<file path="src/rtl/sync_xfer_arbiter_pkg.sv">
// Shared state type and counter sizing helper for the sync_xfer_arbiter slice.
package sync_xfer_pkg;

  typedef enum logic [1:0] {
    IDLE = 2'd0,
    HOLD = 2'd1,
    GAP  = 2'd2
  } xfer_state_t;

  // One counter serves both windows, so it is sized for the longer of the two.
  function automatic int cnt_width(input int hold_cycles, input int gap_cycles);
    int longest;
    longest = (hold_cycles > gap_cycles) ? hold_cycles : gap_cycles;
    return (longest < 2) ? 1 : $clog2(longest);
  endfunction

endpackage

</file>
<file path="src/rtl/sync_xfer_arbiter_if.sv">
// Requester/synchronizer bundle for sync_xfer_arbiter.
// ack_in exists only when SYNC_ACK_HANDSHAKE_EN is defined.
interface sync_xfer_arbiter_if #(
  parameter int NUM_REQ   = 4,
  parameter int BUS_WIDTH = 8
);
  import sync_xfer_pkg::*;

  localparam int ID_W = $clog2(NUM_REQ);

  logic [NUM_REQ-1:0]           req_valid;
  logic [NUM_REQ*BUS_WIDTH-1:0] req_data;
  logic [NUM_REQ-1:0]           req_ready;
  logic [BUS_WIDTH-1:0]         unsync_bus;
  logic                         bus_enable;
  logic                         busy;
  logic [ID_W-1:0]              cur_id;
`ifdef SYNC_ACK_HANDSHAKE_EN
  logic                         ack_in;
`endif

  modport master (
    output req_valid,
    output req_data,
`ifdef SYNC_ACK_HANDSHAKE_EN
    output ack_in,
`endif
    input  req_ready,
    input  unsync_bus,
    input  bus_enable,
    input  busy,
    input  cur_id
  );

  modport slave (
    input  req_valid,
    input  req_data,
`ifdef SYNC_ACK_HANDSHAKE_EN
    input  ack_in,
`endif
    output req_ready,
    output unsync_bus,
    output bus_enable,
    output busy,
    output cur_id
  );

endinterface

</file>
<file path="src/rtl/sync_xfer_arbiter_rr_arbiter.sv">
// Combinational round-robin picker: first asserted request after the pointer, wrapping.
module rr_arbiter #(
  parameter  int NUM_REQ = 4,
  localparam int ID_W    = $clog2(NUM_REQ)
) (
  input  logic [NUM_REQ-1:0] req,
  input  logic [ID_W-1:0]    ptr,
  output logic [NUM_REQ-1:0] grant,
  output logic [ID_W-1:0]    grant_id,
  output logic               grant_any
);

  logic [ID_W-1:0] cand;

  // Scan starts one past the pointer so the last winner has lowest priority.
  always_comb begin
    grant     = '0;
    grant_id  = '0;
    grant_any = 1'b0;
    cand      = '0;
    for (int k = 1; k <= NUM_REQ; k++) begin
      cand = ID_W'((int'(ptr) + k) % NUM_REQ);
      if (!grant_any && req[cand]) begin
        grant_any   = 1'b1;
        grant[cand] = 1'b1;
        grant_id    = cand;
      end
    end
  end

endmodule

</file>
<file path="src/rtl/sync_xfer_arbiter.sv">
// TX-side scheduler feeding one shared CDC word synchronizer with clean enable windows.
// Define SYNC_ACK_HANDSHAKE_EN to add ack_in and a full 4-phase handshake.
module sync_xfer_arbiter
  import sync_xfer_pkg::*;
#(
  parameter int NUM_REQ     = 4,
  parameter int BUS_WIDTH   = 8,
  parameter int HOLD_CYCLES = 4,
  parameter int GAP_CYCLES  = 2
) (
  input logic                CLK,
  input logic                RST,
  sync_xfer_arbiter_if.slave bus
);

  localparam int ID_W  = $clog2(NUM_REQ);
  localparam int CNT_W = cnt_width(HOLD_CYCLES, GAP_CYCLES);

  localparam logic [CNT_W-1:0] HOLD_LOAD = CNT_W'(HOLD_CYCLES - 1);
  localparam logic [CNT_W-1:0] GAP_LOAD  = CNT_W'(GAP_CYCLES - 1);
  localparam logic [CNT_W-1:0] CNT_ONE   = CNT_W'(1);
  localparam logic [ID_W-1:0]  PTR_INIT  = ID_W'(NUM_REQ - 1);

  xfer_state_t          state_q, state_d;
  logic [CNT_W-1:0]     cnt_q, cnt_d;
  logic [ID_W-1:0]      ptr_q, ptr_d;
  logic [ID_W-1:0]      id_q, id_d;
  logic [BUS_WIDTH-1:0] data_q, data_d;
  logic                 en_q, en_d;

  logic [NUM_REQ-1:0]   grant;
  logic [ID_W-1:0]      grant_id;
  logic                 grant_any;
  logic                 ack_high_ok;
  logic                 ack_low_ok;

  rr_arbiter #(
    .NUM_REQ (NUM_REQ)
  ) u_rr_arbiter (
    .req       (bus.req_valid),
    .ptr       (ptr_q),
    .grant     (grant),
    .grant_id  (grant_id),
    .grant_any (grant_any)
  );

`ifdef SYNC_ACK_HANDSHAKE_EN
  logic ack_meta;
  logic ack_sync;

  // ack_in comes from the destination domain, so it is double-flopped before use.
  always_ff @(posedge CLK) begin
    if (RST) begin
      ack_meta <= 1'b0;
      ack_sync <= 1'b0;
    end else begin
      ack_meta <= bus.ack_in;
      ack_sync <= ack_meta;
    end
  end

  assign ack_high_ok = ack_sync;
  assign ack_low_ok  = ~ack_sync;
`else
  assign ack_high_ok = 1'b1;
  assign ack_low_ok  = 1'b1;
`endif

  // Ready is only offered while idle and never while reset is asserted.
  assign bus.req_ready  = ((state_q == IDLE) && !RST) ? grant : '0;
  assign bus.unsync_bus = data_q;
  assign bus.bus_enable = en_q;
  assign bus.busy       = (state_q != IDLE);
  assign bus.cur_id     = id_q;

  // Data is captured only on accept, so the bus is frozen through HOLD and GAP.
  always_comb begin
    state_d = state_q;
    cnt_d   = cnt_q;
    ptr_d   = ptr_q;
    id_d    = id_q;
    data_d  = data_q;
    en_d    = en_q;
    case (state_q)
      IDLE: begin
        if (grant_any) begin
          state_d = HOLD;
          cnt_d   = HOLD_LOAD;
          ptr_d   = grant_id;
          id_d    = grant_id;
          data_d  = bus.req_data[int'(grant_id)*BUS_WIDTH +: BUS_WIDTH];
          en_d    = 1'b1;
        end
      end
      HOLD: begin
        if (cnt_q != '0) begin
          cnt_d = cnt_q - CNT_ONE;
        end else if (ack_high_ok) begin
          state_d = GAP;
          cnt_d   = GAP_LOAD;
          en_d    = 1'b0;
        end
      end
      GAP: begin
        if (cnt_q != '0) begin
          cnt_d = cnt_q - CNT_ONE;
        end else if (ack_low_ok) begin
          state_d = IDLE;
        end
      end
      default: begin
        state_d = IDLE;
        en_d    = 1'b0;
      end
    endcase
  end

  always_ff @(posedge CLK) begin
    if (RST) begin
      state_q <= IDLE;
      cnt_q   <= '0;
      ptr_q   <= PTR_INIT;
      id_q    <= '0;
      data_q  <= '0;
      en_q    <= 1'b0;
    end else begin
      state_q <= state_d;
      cnt_q   <= cnt_d;
      ptr_q   <= ptr_d;
      id_q    <= id_d;
      data_q  <= data_d;
      en_q    <= en_d;
    end
  end

endmodule

</file>
<file path="src/flat_wrapper.sv">
// flat-port wrapper written by rule: the top's interface ports become plain ports
module sync_xfer_arbiter_flat import sync_xfer_pkg::*;
#(
  parameter int NUM_REQ     = 4,
  parameter int BUS_WIDTH   = 8,
  parameter int HOLD_CYCLES = 4,
  parameter int GAP_CYCLES  = 2
)
  (CLK, RST, bus_req_valid, bus_req_data, bus_req_ready, bus_unsync_bus, bus_bus_enable, bus_busy, bus_cur_id);
  sync_xfer_arbiter_if #(.NUM_REQ(NUM_REQ), .BUS_WIDTH(BUS_WIDTH)) bus_i ();
  input logic CLK;
  input logic RST;
  input wire logic [$bits(bus_i.req_valid)-1:0] bus_req_valid;
  input wire logic [$bits(bus_i.req_data)-1:0] bus_req_data;
  output wire logic [$bits(bus_i.req_ready)-1:0] bus_req_ready;
  output wire logic [$bits(bus_i.unsync_bus)-1:0] bus_unsync_bus;
  output wire logic [$bits(bus_i.bus_enable)-1:0] bus_bus_enable;
  output wire logic [$bits(bus_i.busy)-1:0] bus_busy;
  output wire logic [$bits(bus_i.cur_id)-1:0] bus_cur_id;
  assign bus_i.req_valid = bus_req_valid;
  assign bus_i.req_data = bus_req_data;
  assign bus_req_ready = bus_i.req_ready;
  assign bus_unsync_bus = bus_i.unsync_bus;
  assign bus_bus_enable = bus_i.bus_enable;
  assign bus_busy = bus_i.busy;
  assign bus_cur_id = bus_i.cur_id;
  sync_xfer_arbiter #(.NUM_REQ(NUM_REQ), .BUS_WIDTH(BUS_WIDTH), .HOLD_CYCLES(HOLD_CYCLES), .GAP_CYCLES(GAP_CYCLES)) u_core (.CLK(CLK), .RST(RST), .bus(bus_i));
endmodule
</file>
<file path="config.mk">
export PLATFORM = sky130hd
export DESIGN_NAME = sync_xfer_arbiter_flat
export DESIGN_NICKNAME = d
export VERILOG_FILES = /design/src/rtl/sync_xfer_arbiter_pkg.sv /design/src/rtl/sync_xfer_arbiter_if.sv /design/src/rtl/sync_xfer_arbiter_rr_arbiter.sv /design/src/rtl/sync_xfer_arbiter.sv /design/src/flat_wrapper.sv
export SDC_FILE = /design/constraint.sdc
export NUM_CORES = 1
export LEC_CHECK = 0
export BUFFER_PORTS_ARGS = -buffer_cell sky130_fd_sc_hd__buf_2
export CORE_ASPECT_RATIO = 0.75
export CORE_UTILIZATION = 46
export DETAILED_ROUTE_END_ITERATION = 16
export PLACE_DENSITY = 0.81
export SYNTH_ARGS = -nofsm -noshare
export SYNTH_HDL_FRONTEND = slang
export SYNTH_SLANG_ARGS = --single-unit
</file>
<file path="constraint.sdc">
create_clock -name CLK -period 2.97 [get_ports CLK]
set_input_delay 0.7425 -clock CLK [delete_from_list [all_inputs] [get_ports CLK]]
set_output_delay 0.7425 -clock CLK [all_outputs]
set_load 0.01 [all_outputs]
</file>
Word-level counts from Yosys, hierarchy flattened
Cells that the tools add are included. W data, S select, Z words.

Bits in registers: 17. Input bits: 38. Output and inout bits: 16. Word-level logic and storage cells: 90.

Add/subtract/negate cells: 5. Magnitude comparators: 8. Equal/unequal tests: 6. Shift operators: 1. Mux-type cells: 40. Bitwise gates (word level): 4. Reduce and logical (&&, ||, !) cells: 20.

Operators by type and width (number): $shiftx A32 B6 Y8 (1); $mux W2 (10); $mux W4 (5); $mux W1 (14); $lt A2 B3 Y1 const B (4); $or A4 B4 Y4 (3); $pmux W2 S3 (2); $reduce_and A3 Y1 (3); $bmux W1 S2 (4); $demux W1 S2 (4); $ge A2 B1 Y1 const B (4); $logic_and A1 B1 Y1 (8); $add A2 B1 Y2 const B (2); $add A2 B2 Y2 const B (2); $logic_not A1 Y1 (4); $ne A2 B1 Y1 const B (2); $ne A2 B2 Y1 const B (2); $reduce_bool A2 Y1 (2); $pmux W1 S3 (1); $reduce_bool A3 Y1 (1); $eq A2 B1 Y1 const B (1); $eq A2 B2 Y1 const B (1); $logic_not A2 Y1 (1); $reduce_and A2 Y1 (1); other kinds (2) (2).

Logic depth before layout (Yosys ltp)
Depth after elaboration: 15. Depth in mapped cells: 13. Depth with buffers taken out: 8.

By module
From an unflattened synthesis, not the netlist that was laid out.

Cells, all modules: 178. Area, all modules: 1542.7 µm².

Modules (own cells, without submodules): sync_xfer_arbiter (instances 1, cells an instance 110, area each 1017.2 µm², sequential area each 340.3 µm²); rr_arbiter (instances 1, cells an instance 68, area each 525.5 µm², sequential area each 0.0 µm²).

Worst setup path before layout
Ideal clock, no wire load.

Path kind: reg2out. Start point: reg u_core.ptr_q[0]. End point: out bus_req_ready[0]. Arrival time: 2512 ps. Required time: 2227 ps. Slack: -285 ps. Cell stages (with the launch flop): 12. Path buffers: 3. Path through: dfxtp_1 > buf_6 > clkbuf_1 > inv_1 > ha_1 > buf_6 > mux4_2 > nor2b_4 > a22oi_1 > nor2_1 > a221oi_1 > nor2_1.

Cells in the longest elaborated chain, start to end: 14. Elaborated cells on any way between the ends: 49.

Ends and longest elaborated chain: start: declaration (RTL line sync_xfer_arbiter.sv:26) `logic [ID_W-1:0] ptr_q, ptr_d;`; start signal: assignment (RTL line sync_xfer_arbiter.sv:129) `ptr_q <= ptr_d;`; parallel branches: the longest is 12 deep, another holds $lt A2 B3 Y1; $mux W4 (*) (RTL line sync_xfer_arbiter_rr_arbiter.sv:23) `if (!grant_any && req[cand]) begin`; $mux W4 (*) (RTL line sync_xfer_arbiter.sv:70) `assign bus.req_ready = ((state_q == IDLE) && !RST) ? grant : '0;`; end: declaration (RTL line flat_wrapper.sv:15) `output wire logic [$bits(bus_i.req_ready)-1:0] bus_req_ready;`.

Mark *: on every way between the ends. The select of a mux whose other input is x is not followed.

Worst setup path in the final report
Start point: reg u_core.ptr_q[0]. End point: out bus_req_ready[2].

The elaborated chain is that of the path after synthesis.

==> impl_metrics.toml <==
[synthesis]
yosys_warnings = 0
synth.distinct_cells = 47
synth-edff-count = 0
synthTopCellsByArea = "dfxtp_1 21%, mux2i_1 11%, ha_1 11%"
ys.flop_type = "dfxtp_1"
synth_top_area_share_pct = 21.2
synthArstFlopShare_pct = 0
synth_seq_cells = 17
netlist_instances = 179
synth_top_area_cell = "dfxtp_1"
synth_nets = 231
yosysSeqAreaShare_pct = 21.2
syn_avg_cell_area_um2 = 8.95
syn_area_um2 = 1600

[clocking]
htreeDepth = 1
clock-sinks = 17
hold_buffers = 0
clockBufferDepth = 2
cts_root_buffer = "clkbuf_8"
path_clk_slew_ns = 0.07
cts_tree = "done"
clock_latency_ns = 0.25
cts_buffers = 3

[critical_path]
critical_path.max_fanout = 5
start_kind = "flop"
critPathKind = "flop to output port"
rr_endpoint = "u_core.bus.unsync_bus[7]"
worst_ep_arrival_time_ns = 2.21
reg2reg_depth = 8
cp_cell_sequence = "inv_4 -> ha_4 -> mux4_2 -> nor2b_4 -> a22oi_1 -> nor2_1 -> a221oi_2 -> nor2_1 -> buf_2"
crit_path_max_incr_delay_ns = 0.49
startpoint = "u_core.ptr_q[0]"
path_common_cell = "nor2_1"
regToRegStartpoint = "u_core.ptr_q[0]"
cp-endpoint = "bus_req_ready[2]"
endpoint_kind = "output port"
r2r_slack_ns = 0.35
cp_slowest_cell = "mux4_2"
crit_required_ns = 2.23

[power_and_ir_drop]
leakage_nw = 1.00
p_per_area_nw_per_um2 = 1100
vdd_drop_max_mv = 0.460

[timing]
slew_viol_final = 0
rsz0062_at_grt = "true"
slew_headroom_pct = 51.5
setup_ws_ns = 0.0138
timing.final.crit_share_pct = 99.5
min_period_ns = 2.96
fin_worst_skew_ns = 0.00188
setup_viol = 0
fmax_mhz = 338
tightest_slew_ns = 0.725
hold_viol = 0
setup_tns_ns = 0

[grt]
grt_usage_pct = 19.4
antenna_found_initial = 0
grt_pass1_wl_um = 5760
first_global_vias = 1280
grt_max_degree = 20
overflow = 0

[route]
drt_iter0_markers = 67
vias_per_cell = 5.73
postRouteAntennaNets = 0
wl_per_cell_um = 14.2
drc = 0
wl_um = 3890
drt_pass1_iterations = 4
dr_total_vias = 1576

[cells_and_area]
num-fill-cells = 279
layout.nets = 288
syn2layout_area_growth_pct = 26.9
diodes = 0
drive_gt1_share_pct = 41.3
layout_commonest_cell = "buf_2"
final_cell_mix = "53 x buf_2, 26 x nor2_1, 18 x mux2i_1"
finalInstanceArea_um2 = 2030

[placement]
post_dp_cell_area_um2 = 1900
hpwlAfterDp_um = 2840
place_congestion = 0.832
dpl_worst_slack_ns = 0.0424
place.port_buffers = 53

[die]
fp-row-count = 18
io_pins = 54
die_w_um = 70.2
dieHeight_um = 53.1
core-area_um2 = 3310
die_area_um2 = 3730
start_util_pct = 48.4

[job]
max_cap_violations = 0

[status]
status = "complete, no violations"

[hold_path]
hp-class = "flop to flop"
[synthesized netlist by cell type, types with 2 or more instances]
master    count
a311oi_1      2
o21bai_1      8
a221oi_2      4
ha_1         14
mux4_2        3
nand2_1       8
mux2i_1      18
buf_6         3
or3_1         3
inv_1         8
a221oi_1      7
clkbuf_1      4
nor2_1       26
nor3_1        3
a22oi_1       4
buf_2         3
dfxtp_1      17
or3b_2        2
a21oi_1       9
nand2b_1      3
a211oi_1      4
[kinds of logic (layout without fill, tap and decap cells)]
group	count (synthesis)	in the layout	share of synthesized area [%]
buffers and inverters	20	76	7.34
and+or+nand+nor	56	56	18.3
muxes	22	22	16.2
DFF	17	17	21.2
AOI/OAI and AO/OA	50	50	26.1
adders and majority gates	14	14	10.9
[flip-flops by register name, summed over array words and instances, names as in the netlist]
name,flops
u_core.bus.unsync_bus,8
u_core.state_q,2
u_core.bus.cur_id,2
u_core.bus.bus_enable,1
u_core.cnt_q,2
u_core.ptr_q,2
[stage by stage]
| step | power, mW | util, % | hold slack (ns) | cells |
|---|---|---|---|---|
| after global placement | 1.92 | 57.5 | 0.444 | 268 |
| after CTS | 2.16 | 59.4 | 0.462 | 272 |
| after global routing | 2.40 | 61.4 | 0.500 | 275 |
| after floorplan | 1.65 | - | 0.481 | 179 |
| after detailed placement | 1.95 | 57.5 | 0.452 | 268 |
| final | 2.24 | 61.4 | 0.456 | 275 |
[power by group]
group	switching [mW]	internal [mW]
Sequential	0.0663	0.333
Combinational	0.922	0.747
Clock	0.0812	0.0931
[what timing repair did]
item                                    CTS  global route
gates cloned                              0             0
endpoints found under the setup margin    4             4
gates resized for setup                   2             9
setup buffers                             0             3
pin swaps                                 0             3
[layer usage]
layer | part of all wire (%) | up-vias | wire length (um) | GRT usage, %
met5 | 0 | - | 0 | 0
met4 | 0 | 0 | 0 | 2.33
met3 | 6.0 | 0 | 232 | 4.00
met2 | 48 | 55 | 1850 | 34.3
met1 | 47 | 739 | 1810 | 25.4
li1 | - | 782 | - | -
[worst min-delay path by stage]
stage	start	cells after the start	to	slack, ns
after floorplan	u_core.bus.cur_id[0]	2	u_core.bus.cur_id[0]	0.48
after global placement	u_core.bus.cur_id[0]	2	u_core.bus.cur_id[0]	0.44
after detailed placement	u_core.bus.cur_id[0]	2	u_core.bus.cur_id[0]	0.45
after CTS	u_core.bus.cur_id[0]	2	u_core.bus.cur_id[0]	0.46
after global routing	u_core.bus.cur_id[0]	2	u_core.bus.cur_id[0]	0.50
final	u_core.bus.cur_id[0]	2	u_core.bus.cur_id[0]	0.46
[cell type report]
cell class,count,area (um2),share of cell area (%)
Sequential cell,17,342,16.8
Tap cell,40,50.0,2.46
Clock buffer,3,41.3,2.03
Clock inverter,1,5.00,0.246
Timing Repair Buffer,64,364,17.9
Inverter,8,32.5,1.60
Multi-Input combinational cell,142,1200,59.0
[critical path: cells and delay by family (launching register included)]
family          cells  cell delay (ns)
compound gates      2             0.35
fa+ha+maj           1             0.27
buf+inv             2             0.20
flops               1             0.36
mux                 1             0.49
simple gates        3             0.29
(Power assumes the default switching activity.)
